## src/rtl/hyper_macro_cfg_resp.sv

```systemverilog
// Register-mapped configuration port for one RX and one TX channel.
// Two-state handshake: accept in IDLE, respond one cycle later in RESP.
module hyper_macro_cfg_resp #(
    parameter int          AW     = 19,
    parameter int          TS     = 20,
    parameter logic [31:0] ID_VAL = 32'h4859_0001
) (
    input  logic          sys_clk_i,
    input  logic          rst_i,
    input  logic [31:0]   cfg_data_i,
    input  logic [5:0]    cfg_addr_i,
    input  logic          cfg_valid_i,
    input  logic          cfg_rwn_i,
    output logic          cfg_ready_o,
    output logic [31:0]   cfg_data_o,
    output logic [AW-1:0] rx_startaddr_o,
    output logic [TS-1:0] rx_size_o,
    output logic [1:0]    rx_datasize_o,
    output logic          rx_continuous_o,
    output logic          rx_req_o,
    output logic          rx_clr_o,
    input  logic          rx_en_i,
    input  logic          rx_pending_i,
    input  logic [AW-1:0] rx_curr_addr_i,
    input  logic [TS-1:0] rx_bytes_left_i,
    output logic [AW-1:0] tx_startaddr_o,
    output logic [TS-1:0] tx_size_o,
    output logic [1:0]    tx_datasize_o,
    output logic          tx_continuous_o,
    output logic          tx_req_o,
    output logic          tx_clr_o,
    input  logic          tx_en_i,
    input  logic          tx_pending_i,
    input  logic [AW-1:0] tx_curr_addr_i,
    input  logic [TS-1:0] tx_bytes_left_i
);

    typedef enum logic {IDLE, RESP} state_t;

    localparam logic [5:0] A_RX_SADDR = 6'h00;
    localparam logic [5:0] A_RX_SIZE  = 6'h01;
    localparam logic [5:0] A_RX_CFG   = 6'h02;
    localparam logic [5:0] A_TX_SADDR = 6'h04;
    localparam logic [5:0] A_TX_SIZE  = 6'h05;
    localparam logic [5:0] A_TX_CFG   = 6'h06;
    localparam logic [5:0] A_ID       = 6'h20;
    localparam logic [5:0] A_SCRATCH  = 6'h21;

    state_t        state_q, state_d;
    logic [5:0]    addr_q;
    logic [31:0]   wdata_q;
    logic          rwn_q;
    logic [31:0]   rdata_q;
    logic [31:0]   rd_mux;
    logic [31:0]   scratch_q;
    logic          accept;
    logic          wr_en;
    logic          wr_rx_cfg, wr_tx_cfg;
    logic          rx_req_d, rx_clr_d, tx_req_d, tx_clr_d;
    logic          rx_req_q, rx_clr_q, tx_req_q, tx_clr_q;

    always_comb begin
        state_d = state_q;
        case (state_q)
            IDLE:    if (cfg_valid_i) state_d = RESP;
            RESP:    state_d = IDLE;
            default: state_d = IDLE;
        endcase
    end

    assign accept = (state_q == IDLE) && cfg_valid_i;
    assign wr_en  = (state_q == RESP) && !rwn_q;

    // Status inputs are sampled at acceptance; the response shows that snapshot.
    always_comb begin
        rd_mux = '0;
        case (cfg_addr_i)
            A_RX_SADDR: rd_mux = {{(32-AW){1'b0}}, rx_curr_addr_i};
            A_RX_SIZE:  rd_mux = {{(32-TS){1'b0}}, rx_bytes_left_i};
            A_RX_CFG:   rd_mux = {26'd0, rx_pending_i, rx_en_i, 1'b0,
                                  rx_datasize_o, rx_continuous_o};
            A_TX_SADDR: rd_mux = {{(32-AW){1'b0}}, tx_curr_addr_i};
            A_TX_SIZE:  rd_mux = {{(32-TS){1'b0}}, tx_bytes_left_i};
            A_TX_CFG:   rd_mux = {26'd0, tx_pending_i, tx_en_i, 1'b0,
                                  tx_datasize_o, tx_continuous_o};
            A_ID:       rd_mux = ID_VAL;
            A_SCRATCH:  rd_mux = scratch_q;
            default:    rd_mux = '0;
        endcase
    end

    assign wr_rx_cfg = wr_en && (addr_q == A_RX_CFG);
    assign wr_tx_cfg = wr_en && (addr_q == A_TX_CFG);

    // CLR wins over EN; a start on a busy channel with a pending slot is dropped.
    assign rx_clr_d = wr_rx_cfg && wdata_q[6];
    assign rx_req_d = wr_rx_cfg && wdata_q[4] && !wdata_q[6]
                      && !(rx_en_i && rx_pending_i);
    assign tx_clr_d = wr_tx_cfg && wdata_q[6];
    assign tx_req_d = wr_tx_cfg && wdata_q[4] && !wdata_q[6]
                      && !(tx_en_i && tx_pending_i);

    always_ff @(posedge sys_clk_i) begin
        if (rst_i) begin
            state_q         <= IDLE;
            addr_q          <= '0;
            wdata_q         <= '0;
            rwn_q           <= 1'b0;
            rdata_q         <= '0;
            scratch_q       <= '0;
            rx_startaddr_o  <= '0;
            rx_size_o       <= '0;
            rx_datasize_o   <= '0;
            rx_continuous_o <= 1'b0;
            tx_startaddr_o  <= '0;
            tx_size_o       <= '0;
            tx_datasize_o   <= '0;
            tx_continuous_o <= 1'b0;
            rx_req_q        <= 1'b0;
            rx_clr_q        <= 1'b0;
            tx_req_q        <= 1'b0;
            tx_clr_q        <= 1'b0;
        end else begin
            state_q  <= state_d;
            rdata_q  <= (accept && cfg_rwn_i) ? rd_mux : '0;
            rx_req_q <= rx_req_d;
            rx_clr_q <= rx_clr_d;
            tx_req_q <= tx_req_d;
            tx_clr_q <= tx_clr_d;
            if (accept) begin
                addr_q  <= cfg_addr_i;
                wdata_q <= cfg_data_i;
                rwn_q   <= cfg_rwn_i;
            end
            if (wr_en) begin
                case (addr_q)
                    A_RX_SADDR: rx_startaddr_o <= wdata_q[AW-1:0];
                    A_RX_SIZE:  rx_size_o      <= wdata_q[TS-1:0];
                    A_RX_CFG: begin
                        rx_continuous_o <= wdata_q[0];
                        rx_datasize_o   <= wdata_q[2:1];
                    end
                    A_TX_SADDR: tx_startaddr_o <= wdata_q[AW-1:0];
                    A_TX_SIZE:  tx_size_o      <= wdata_q[TS-1:0];
                    A_TX_CFG: begin
                        tx_continuous_o <= wdata_q[0];
                        tx_datasize_o   <= wdata_q[2:1];
                    end
                    A_SCRATCH:  scratch_q <= wdata_q;
                    default: ;
                endcase
            end
        end
    end

    assign cfg_ready_o = (state_q == RESP);
    assign cfg_data_o  = rdata_q;
    assign rx_req_o    = rx_req_q;
    assign rx_clr_o    = rx_clr_q;
    assign tx_req_o    = tx_req_q;
    assign tx_clr_o    = tx_clr_q;

endmodule

```

## config.mk

```make
export PLATFORM = sky130hd
export DESIGN_NAME = hyper_macro_cfg_resp
export DESIGN_NICKNAME = d
export VERILOG_FILES = /design/src/rtl/hyper_macro_cfg_resp.sv
export SDC_FILE = /design/constraint.sdc
export NUM_CORES = 1
export LEC_CHECK = 0
export ABC_CLOCK_PERIOD_IN_PS = 1800
export CORE_MARGIN = 1
export CORE_UTILIZATION = 46
export CTS_CLUSTER_SIZE = 12
export DETAILED_ROUTE_END_ITERATION = 10
export PLACE_DENSITY_LB_ADDON = 0.1
export SYNTH_ARGS = -nofsm -noshare
export SYNTH_HDL_FRONTEND = slang
export SYNTH_SLANG_ARGS = --single-unit
```

## constraint.sdc

```tcl
create_clock -name sys_clk_i -period 1.8 [get_ports sys_clk_i]
set_clock_uncertainty 0.15 [all_clocks]
set_input_delay 0.18 -clock sys_clk_i [delete_from_list [all_inputs] [get_ports sys_clk_i]]
set_output_delay 0.18 -clock sys_clk_i [all_outputs]
set_load 0.01 [all_outputs]
```

# [Word level (Yosys, flattened, before mapping)]
# Cells that the tools add are included.
[classes] eq_ne=13 mux=3 bitwise=2 reduce_logical=29
[ops] cell="one-hot mux 32 bit (8 select lines)" count=1
[ops] cell="== test 6 x 3 -> 1 bit, second input constant" count=6
[ops] cell="== test 6 bit, second input constant" count=3
[ops] cell="logical AND 1 bit" count=15
[ops] cell="AND reduction 2 bit" count=7
[ops] cell="== test 6 x 1 -> 1 bit, second input constant" count=2
[ops] cell="== test 6 x 2 -> 1 bit, second input constant" count=2
[ops] cell="logical NOT 6 bit" count=2
[ops] cell="logical NOT 1 bit" count=4
[ops] cell="inverter 1 bit" count=2
[ops] cell="one-hot mux 1 bit (2 select lines)" count=1
[ops] cell="OR reduction 2 bit" count=1
[ops] cell="2-to-1 mux 1 bit" count=1
[word_totals] regBits=192 inputBits=124 output_inout_bits=121 word_cells=65

# [Depth between registers and ports, before layout]
# Gate-level depths: netlist of run 1.
[logic_depth] word_depth=6 mapped_depth=7 mapped_depth_nobuf=4

# [Worst setup path before layout of run 1]
# Ideal clock, no wire load.
[synth_path] path_kind="flip-flop to flip-flop" from="register state_q (netlist: cfg_ready_o)" to="register rx_startaddr_o[10]" setup_time_ns=0.132 arrival_time_ns=1.409 required_time_ns=1.518 setup_slack_ns=0.108 stages_incl_launch_ff=6 path_buffers=1 period_less_slack_ns=1.692 cell_sequence="dfxtp_1 nor4b_4 nand3_1 clkbuf_1 nand2_1 a21oi_1"
[synth_between] elab_chain_len=2
[synth_rtl] item="start, declared" line="49" source="state_t state_q, state_d;"
[synth_rtl] item="start signal, assigned" line="124" source="state_q <= state_d;"
[synth_rtl] item="logical AND 1 bit" line="72" source="assign wr_en = (state_q == RESP) && !rwn_q;"
[synth_rtl] item="AND reduction 2 bit (no line)"
[synth_rtl] item="end signal, assigned" line="137" source="A_RX_SADDR: rx_startaddr_o <= wdata_q[AW-1:0];"
[synth_rtl] item="end, declared" line="16" source="output logic [AW-1:0] rx_startaddr_o,"
# Every way passes these cells.
# A chain may end at the register's enable or synchronous reset.

# [Final worst setup path of run 1]
[layout_path] from="register rwn_q" to="register tx_size_o[14]"
[layout_between] elab_chain_len=3
[layout_rtl] item="start, declared" line="52" source="logic rwn_q;"
[layout_rtl] item="start signal, assigned" line="133" source="rwn_q <= cfg_rwn_i;"
[layout_rtl] item="logical NOT 1 bit" line="72"
[layout_rtl] item="logical AND 1 bit" line="72"
[layout_rtl] item="AND reduction 2 bit (no line)"
[layout_rtl] item="end signal, assigned" line="144" source="A_TX_SIZE: tx_size_o <= wdata_q[TS-1:0];"
[layout_rtl] item="end, declared" line="27" source="output logic [TS-1:0] tx_size_o,"
# Every way passes these cells.

==> results of run 1 <==
[through the flow]
step / setup slack, ns / instances / power (mW)
2_1_floorplan: 0.108 / 776 / 4.78
3_3_place_gp: -0.219 / 1208 / 5.24
3_5_place_dp: -0.247 / 1208 / 5.23
4_1_cts: 0.0173 / 1241 / 9.03
5_1_grt: -0.0972 / 1251 / 9.28
6_report: 0.00614 / 1251 / 9.00
[power breakdown]
group | total, mW | switching, mW | internal (mW)
logic | 0.753 | 0.318 | 0.435
clock network | 3.83 | 1.68 | 2.15
registers | 4.41 | 0.102 | 4.31
total | 9.00 | 2.10 | 6.90
[path summary, 6_finish.rpt]
check / end / startpoint / slack [ns] / depth (start not counted)
setup / recovery: tx_size_o[14]$_SDFFE_PP0P_ / rwn_q$_SDFFE_PP0P_ / 0.006 / 7
setup reg to reg: tx_size_o[14]$_SDFFE_PP0P_ / rwn_q$_SDFFE_PP0P_ / 0.006 / 7
hold reg to reg: scratch_q[24]$_SDFFE_PP0P_ / scratch_q[24]$_SDFFE_PP0P_ / 0.30 / 2
hold / removal: wdata_q[26]$_SDFFE_PP0P_ / rst_i / 0.16 / 4
[critical path, stage by stage, from the launching register on]
cell and delay (ns):
dfxtp_2 0.34, nor4b_4 0.30, buf_4 0.19, nand4b_1 0.14, buf_6 0.17, buf_2 0.17
mux2i_1 0.16, nor2_1 0.05
[what timing repair did]
action | CTS | global route
cloned | 0 | 6
pin swaps | 2 | 2
buffers inserted | 1 | 4
endpoints found under the setup margin | 60 | 107
resized for setup | 1 | 15
[layout make-up]
cell class / count / area (um^2)
Tap cell: 211 / 264
Inverter: 5 / 18.8
Clock buffer: 19 / 453
Timing Repair Buffer: 291 / 2900
Sequential cell: 192 / 3850
Fill cell: 1231 / 4520
Clock inverter: 13 / 149
Multi-Input combinational cell: 520 / 3170
[logic make-up after synthesis]
logic type,count (synthesis)
buf+inv,65
simple gates,269
mux,88
compound gates,162
flops,192
[per-layer routing]
| metal | global-route usage | wire (um) | share of wire | vias up |
|---|---|---|---|---|
| met1 | 0.343 | 9820 | 0.44 | 3061 |
| met5 | 0 | 0 | 0 | - |
| met2 | 0.404 | 10200 | 0.45 | 256 |
| met4 | 0.0664 | 248 | 0.011 | 0 |
| met3 | 0.0955 | 2160 | 0.096 | 21 |
| li1 | - | - | - | 3174 |
[flip-flops by register name, summed over array words and instances (netlist names), 2 cells and up]
| register | flops |
|---|---|
| tx_datasize_o | 2 |
| scratch_q | 32 |
| addr_q | 6 |
| cfg_data_o | 32 |
| rx_datasize_o | 2 |
| tx_startaddr_o | 19 |
| wdata_q | 32 |
| rx_size_o | 20 |
| tx_size_o | 20 |
| rx_startaddr_o | 19 |
[cell usage in the layout, fill, tap and decap left out, drive strengths merged, types with 2 or more instances in the layout]
cell,count
nor4,3
nand4b,2
nand4,2
a21oi,83
nor3b,5
nand2,145
dfxtp,192
o21ai,16
nand3b,6
clkinvlp,2
a211oi,2
mux2i,66
nor2,68
a221oi,2
and2,8
o211ai,4
inv,11
clkinv,3
clkbuf,21
a22o,39
clkdlybuf4s50,241
and3,4
nand2b,2
buf,47
bufinv,2
nand3,18
mux2,22
a22oi,15
nor4b,2
==> results.toml, run 1 <==
[run_status]
status = "finished clean"

[cells_and_area]
fin_nets = 1151
antenna_cells = 0
final_area_mm2 = 0.0108
drive_gt1_frac = 0.113
fin_util = 0.705
area_growth_pct = 48.8

[synth]
synthSimpleGateAreaFrac = 0.165
avgSynthCellArea_um2 = 9.35
synth_xor_area_frac = 0
synth_cell_types = 37
ys_seq_elements = 192
synth_top_area_cell = "dfxtp_1"
synth_top_family_by_area = "simple AND/OR/NAND/NOR gates"
ys_warn_count = 0
synthTopCellsByArea = "dfxtp_1 (53%), mux2i_1 (9.1%), nand2_1 (7.5%)"
synth_compound_area_frac = 0.141
synth_top_area_share = 0.530
syn_nets = 900
ys_seq_area_frac = 0.530
synth_area_mm2 = 0.00726
yosysMostFrequentCell = "dfxtp_1"
async_flop_share = 0
syn_inst = 776
synthAdderAreaFrac = 0
synth_mux_area_frac = 0.125
yosys-top-cells-count = "dfxtp_1 (192), nand2_1 (145), a21oi_1 (81)"
synth_flop_cell = "dfxtp_1"
synth_edf_count = 0

[floorplanning]
fp.dieH_um = 128
io_pins = 245
rows = 45
coreArea_mm2 = 0.0153
die_w_um = 128
die_area_mm2 = 0.0163
initial_core_util = 0.474

[sta]
setup_viol = 0
final.min_clock_period_ns = 1.79
final-hold-violation-count = 0
fmax_mhz = 557
fin_setup_tns_ns = 0
fin_crit_sh = 0.997
rsz0062_at_grt = "true"
hold_slack_ns = 0.155
slew_viol_final = 0
slew_headroom = 0.303
worstMarginPinSlew_ns = 1.05

[pwr]
max-vdd-ir-drop_v = 0.000618
p_per_area_mw_per_mm2 = 834
leakage_nw = 4.21

[global_route]
antenna_found_initial = 0
grt_max_degree = 74
grt_usage = 0.261
grt_pass1_wl_um = 32600
grt_pass1_vias = 5901
grt.overflow.total = 0

[critical_path]
worstSetupEndpointType = "flip-flop"
cp-start-kind = "flip-flop"
cp_max_fo = 6
worstSetupPathType = "flip-flop to flip-flop"
critPathArrivalTime_ns = 1.94
critical_path_required_ns = 1.95

[clock_tree]
numCtsBuffers = 17
htreeDepth = 4
ctsHoldBuffers = 0
cts_sinks = 192
cts_tree = "yes"
clkSlewWorstSetupHoldPaths_ns = 0.07
cts_buffer_depth = 2
insertion_delay_ns = 0.42
cts_root_buf = "clkbuf_16"

[placement]
gp_congestion = 0.838
placed_area_mm2 = 0.0100
hpwlAfterDp_um = 15000
numPortBuffers = 244

[route]
num_vias = 6512
drc = 0
drt_iter0_drc = 509
first_pass_iters = 5
wirelength_um = 22400
drt-vias-per-instance = 5.21
wl_per_cell_um = 17.9
antenna_left = 0

[min_path]
min_path_type = "primary input to flip-flop"

[flow_run]
drv_cap = 0
(Power assumes the default switching activity.)
==> inputs of run 2 (changes only) <==
==> constraint.sdc (replaced) <==
create_clock -name sys_clk_i -period 1.8 [get_ports sys_clk_i]
set_clock_uncertainty 0.15 [all_clocks]
set_input_delay 0.27 -clock sys_clk_i [delete_from_list [all_inputs] [get_ports sys_clk_i]]
set_output_delay 0.27 -clock sys_clk_i [all_outputs]
set_load 0.01 [all_outputs]
==> run 2 against run 1 <==
Effect of this change: the flow now finishes with violations (setup timing); setup slack got worse by 0.012 ns; combinational power barely moved; critical path depth fell by 1; global-route usage rose by 0.061 points; cell count fell by 0.64%; core utilization fell by 0.31 points; wire length fell by 0.99%; sequential power barely moved; clock-buffer cell count rose by 3; clock power fell by 7.0%; sequential share of layout area rose by 0.16 points; maximum frequency fell by 0.68%; highest routed layer unchanged.
==> results.toml, run 2 (synthesis gave the netlist of run 1 again) <==
[sta]
final.min_clock_period_ns = 1.81
fin_crit_sh = 1.00
slew_viol_final = 0
final-hold-violation-count = 0
worst_slack_ns = -0.00606
worstMarginPinSlew_ns = 0.653
fmax_mhz = 554
slew_headroom = 0.564
setup_viol = 1
hold_slack_ns = 0.160
fin_setup_tns_ns = -0.00606

[route]
first_pass_iters = 5
drt_iter0_drc = 497
drc = 0
num_vias = 6411
wirelength_um = 22200
wl_per_cell_um = 17.8
drt-vias-per-instance = 5.16
antenna_left = 0

[pwr]
max-vdd-ir-drop_v = 0.000663
p_per_area_mw_per_mm2 = 812
totalPowerFinal_mw = 8.73
leakage_nw = 4.41

[cells_and_area]
final_common_cell = "clkdlybuf4s50_1"
multi_input_area_mm2 = 0.00317
n_fill_cell = 1253
antenna_cells = 0
seq_area_mm2 = 0.00385
fin_nets = 1143
mostFrequentLayoutCells = "clkdlybuf4s50_1 (225), dfxtp_1 (189), nand2_1 (145)"
fin_util = 0.702
area_growth_pct = 48.2
drive_gt1_frac = 0.103

[min_path]
min_path_type = "primary input to flip-flop"

[clock_tree]
htreeDepth = 4
cts_root_buf = "clkbuf_16"
ctsHoldBuffers = 0
cts_sinks = 192
insertion_delay_ns = 0.44
cts_buffer_depth = 2
cts_tree = "yes"
clkSlewWorstSetupHoldPaths_ns = 0.07
numCtsBuffers = 17

[global_route]
grt_pass1_wl_um = 32400
grt_max_degree = 107
grt.overflow.total = 0
grt_usage = 0.261
grt_pass1_vias = 5828
antenna_found_initial = 0

[floorplanning]
die_area_mm2 = 0.0163
initial_core_util = 0.474
coreArea_mm2 = 0.0153
rows = 45
fp.dieH_um = 128
die_w_um = 128
io_pins = 245

[critical_path]
path_common_cell = "buf_4"
critical_path.top_delay_family = "simple AND/OR/NAND/NOR gates"
cp_max_fo = 19
crit_buf_inv = 2
critical_path_required_ns = 1.95
critPathArrivalTime_ns = 1.95
cp_cell_sequence = "nor4b_4 -> buf_4 -> nand3_1 -> buf_4 -> nand2_1 -> a21oi_1"
worstSetupEndpointType = "flip-flop"
slowest_stage = "nor4b_4"
worstSetupPathType = "flip-flop to flip-flop"
slowest_delay_ns = 0.47
cp-start-kind = "flip-flop"

[placement]
gp_congestion = 0.825
numPortBuffers = 244
hpwlAfterDp_um = 14900
place_ws_ns = -0.319

[run_status]
failed_checks = "setup timing"
status = "finished, violations left"

[flow_run]
drv_cap = 0
## run 2: path summary, 6_finish.rpt
kind,startpoint,to,slack (ns),depth (start not counted)
max,addr_q[4]$_SDFFE_PP0P_,rx_startaddr_o[11]$_SDFFE_PP0P_,-0.006,6
min,rst_i,scratch_q[1]$_SDFFE_PP0P_,0.16,3
max reg2reg,addr_q[4]$_SDFFE_PP0P_,rx_startaddr_o[11]$_SDFFE_PP0P_,-0.006,6
min reg2reg,wdata_q[29]$_SDFFE_PP0P_,scratch_q[29]$_SDFFE_PP0P_,0.30,2
## run 2: area by class of cell
cell class,instances,area share
Multi-Input combinational cell,520,0.295
Clock buffer,22,0.0450
Timing Repair Buffer,283,0.269
Tap cell,211,0.0246
Clock inverter,10,0.00722
Sequential cell,192,0.358
Inverter,5,0.00175
## run 2: metrics by stage
step                std cells  instance area, um^2
floorplan                 776                 7260
global placement         1206                10100
detailed placement       1206                10100
CTS                      1238                10600
global route             1243                10800
finish                   1243                10800
## run 2: repair_timing
action	in CTS	in global routing
gates resized for setup	5	18
setup buffers	0	2
pin swaps	0	3
setup endpoints to repair	43	117
gates cloned	0	3
## run 2: worst min-delay path: stages
cell	delay [ns]
buf_4	0.16
buf_4	0.21
a21oi_1	0.05
## run 2: per-layer routing
layer  vias to the layer above  part of all wire  track usage
met4                         0             0.010       0.0720
met2                       241              0.46        0.406
met3                        20             0.093       0.0938
li1                       3166                 -            -
met1                      2984              0.44        0.343
met5                         -                 0            0
## run 2: where the power goes
part / leakage [nW] / internal (mW) / switching, mW / total, mW
combinational: 2.59 / 0.437 / 0.319 / 0.756
clock: 0.273 / 1.93 / 1.63 / 3.56
sequential: 1.55 / 4.31 / 0.100 / 4.41
total: 4.41 / 6.68 / 2.05 / 8.73
==> inputs of run 3 (changes only) <==
- SLEW_MARGIN: not set -> 0
==> results of run 3 <==
Same layout as run 2: the final DEF is identical, and so are final timing and power.
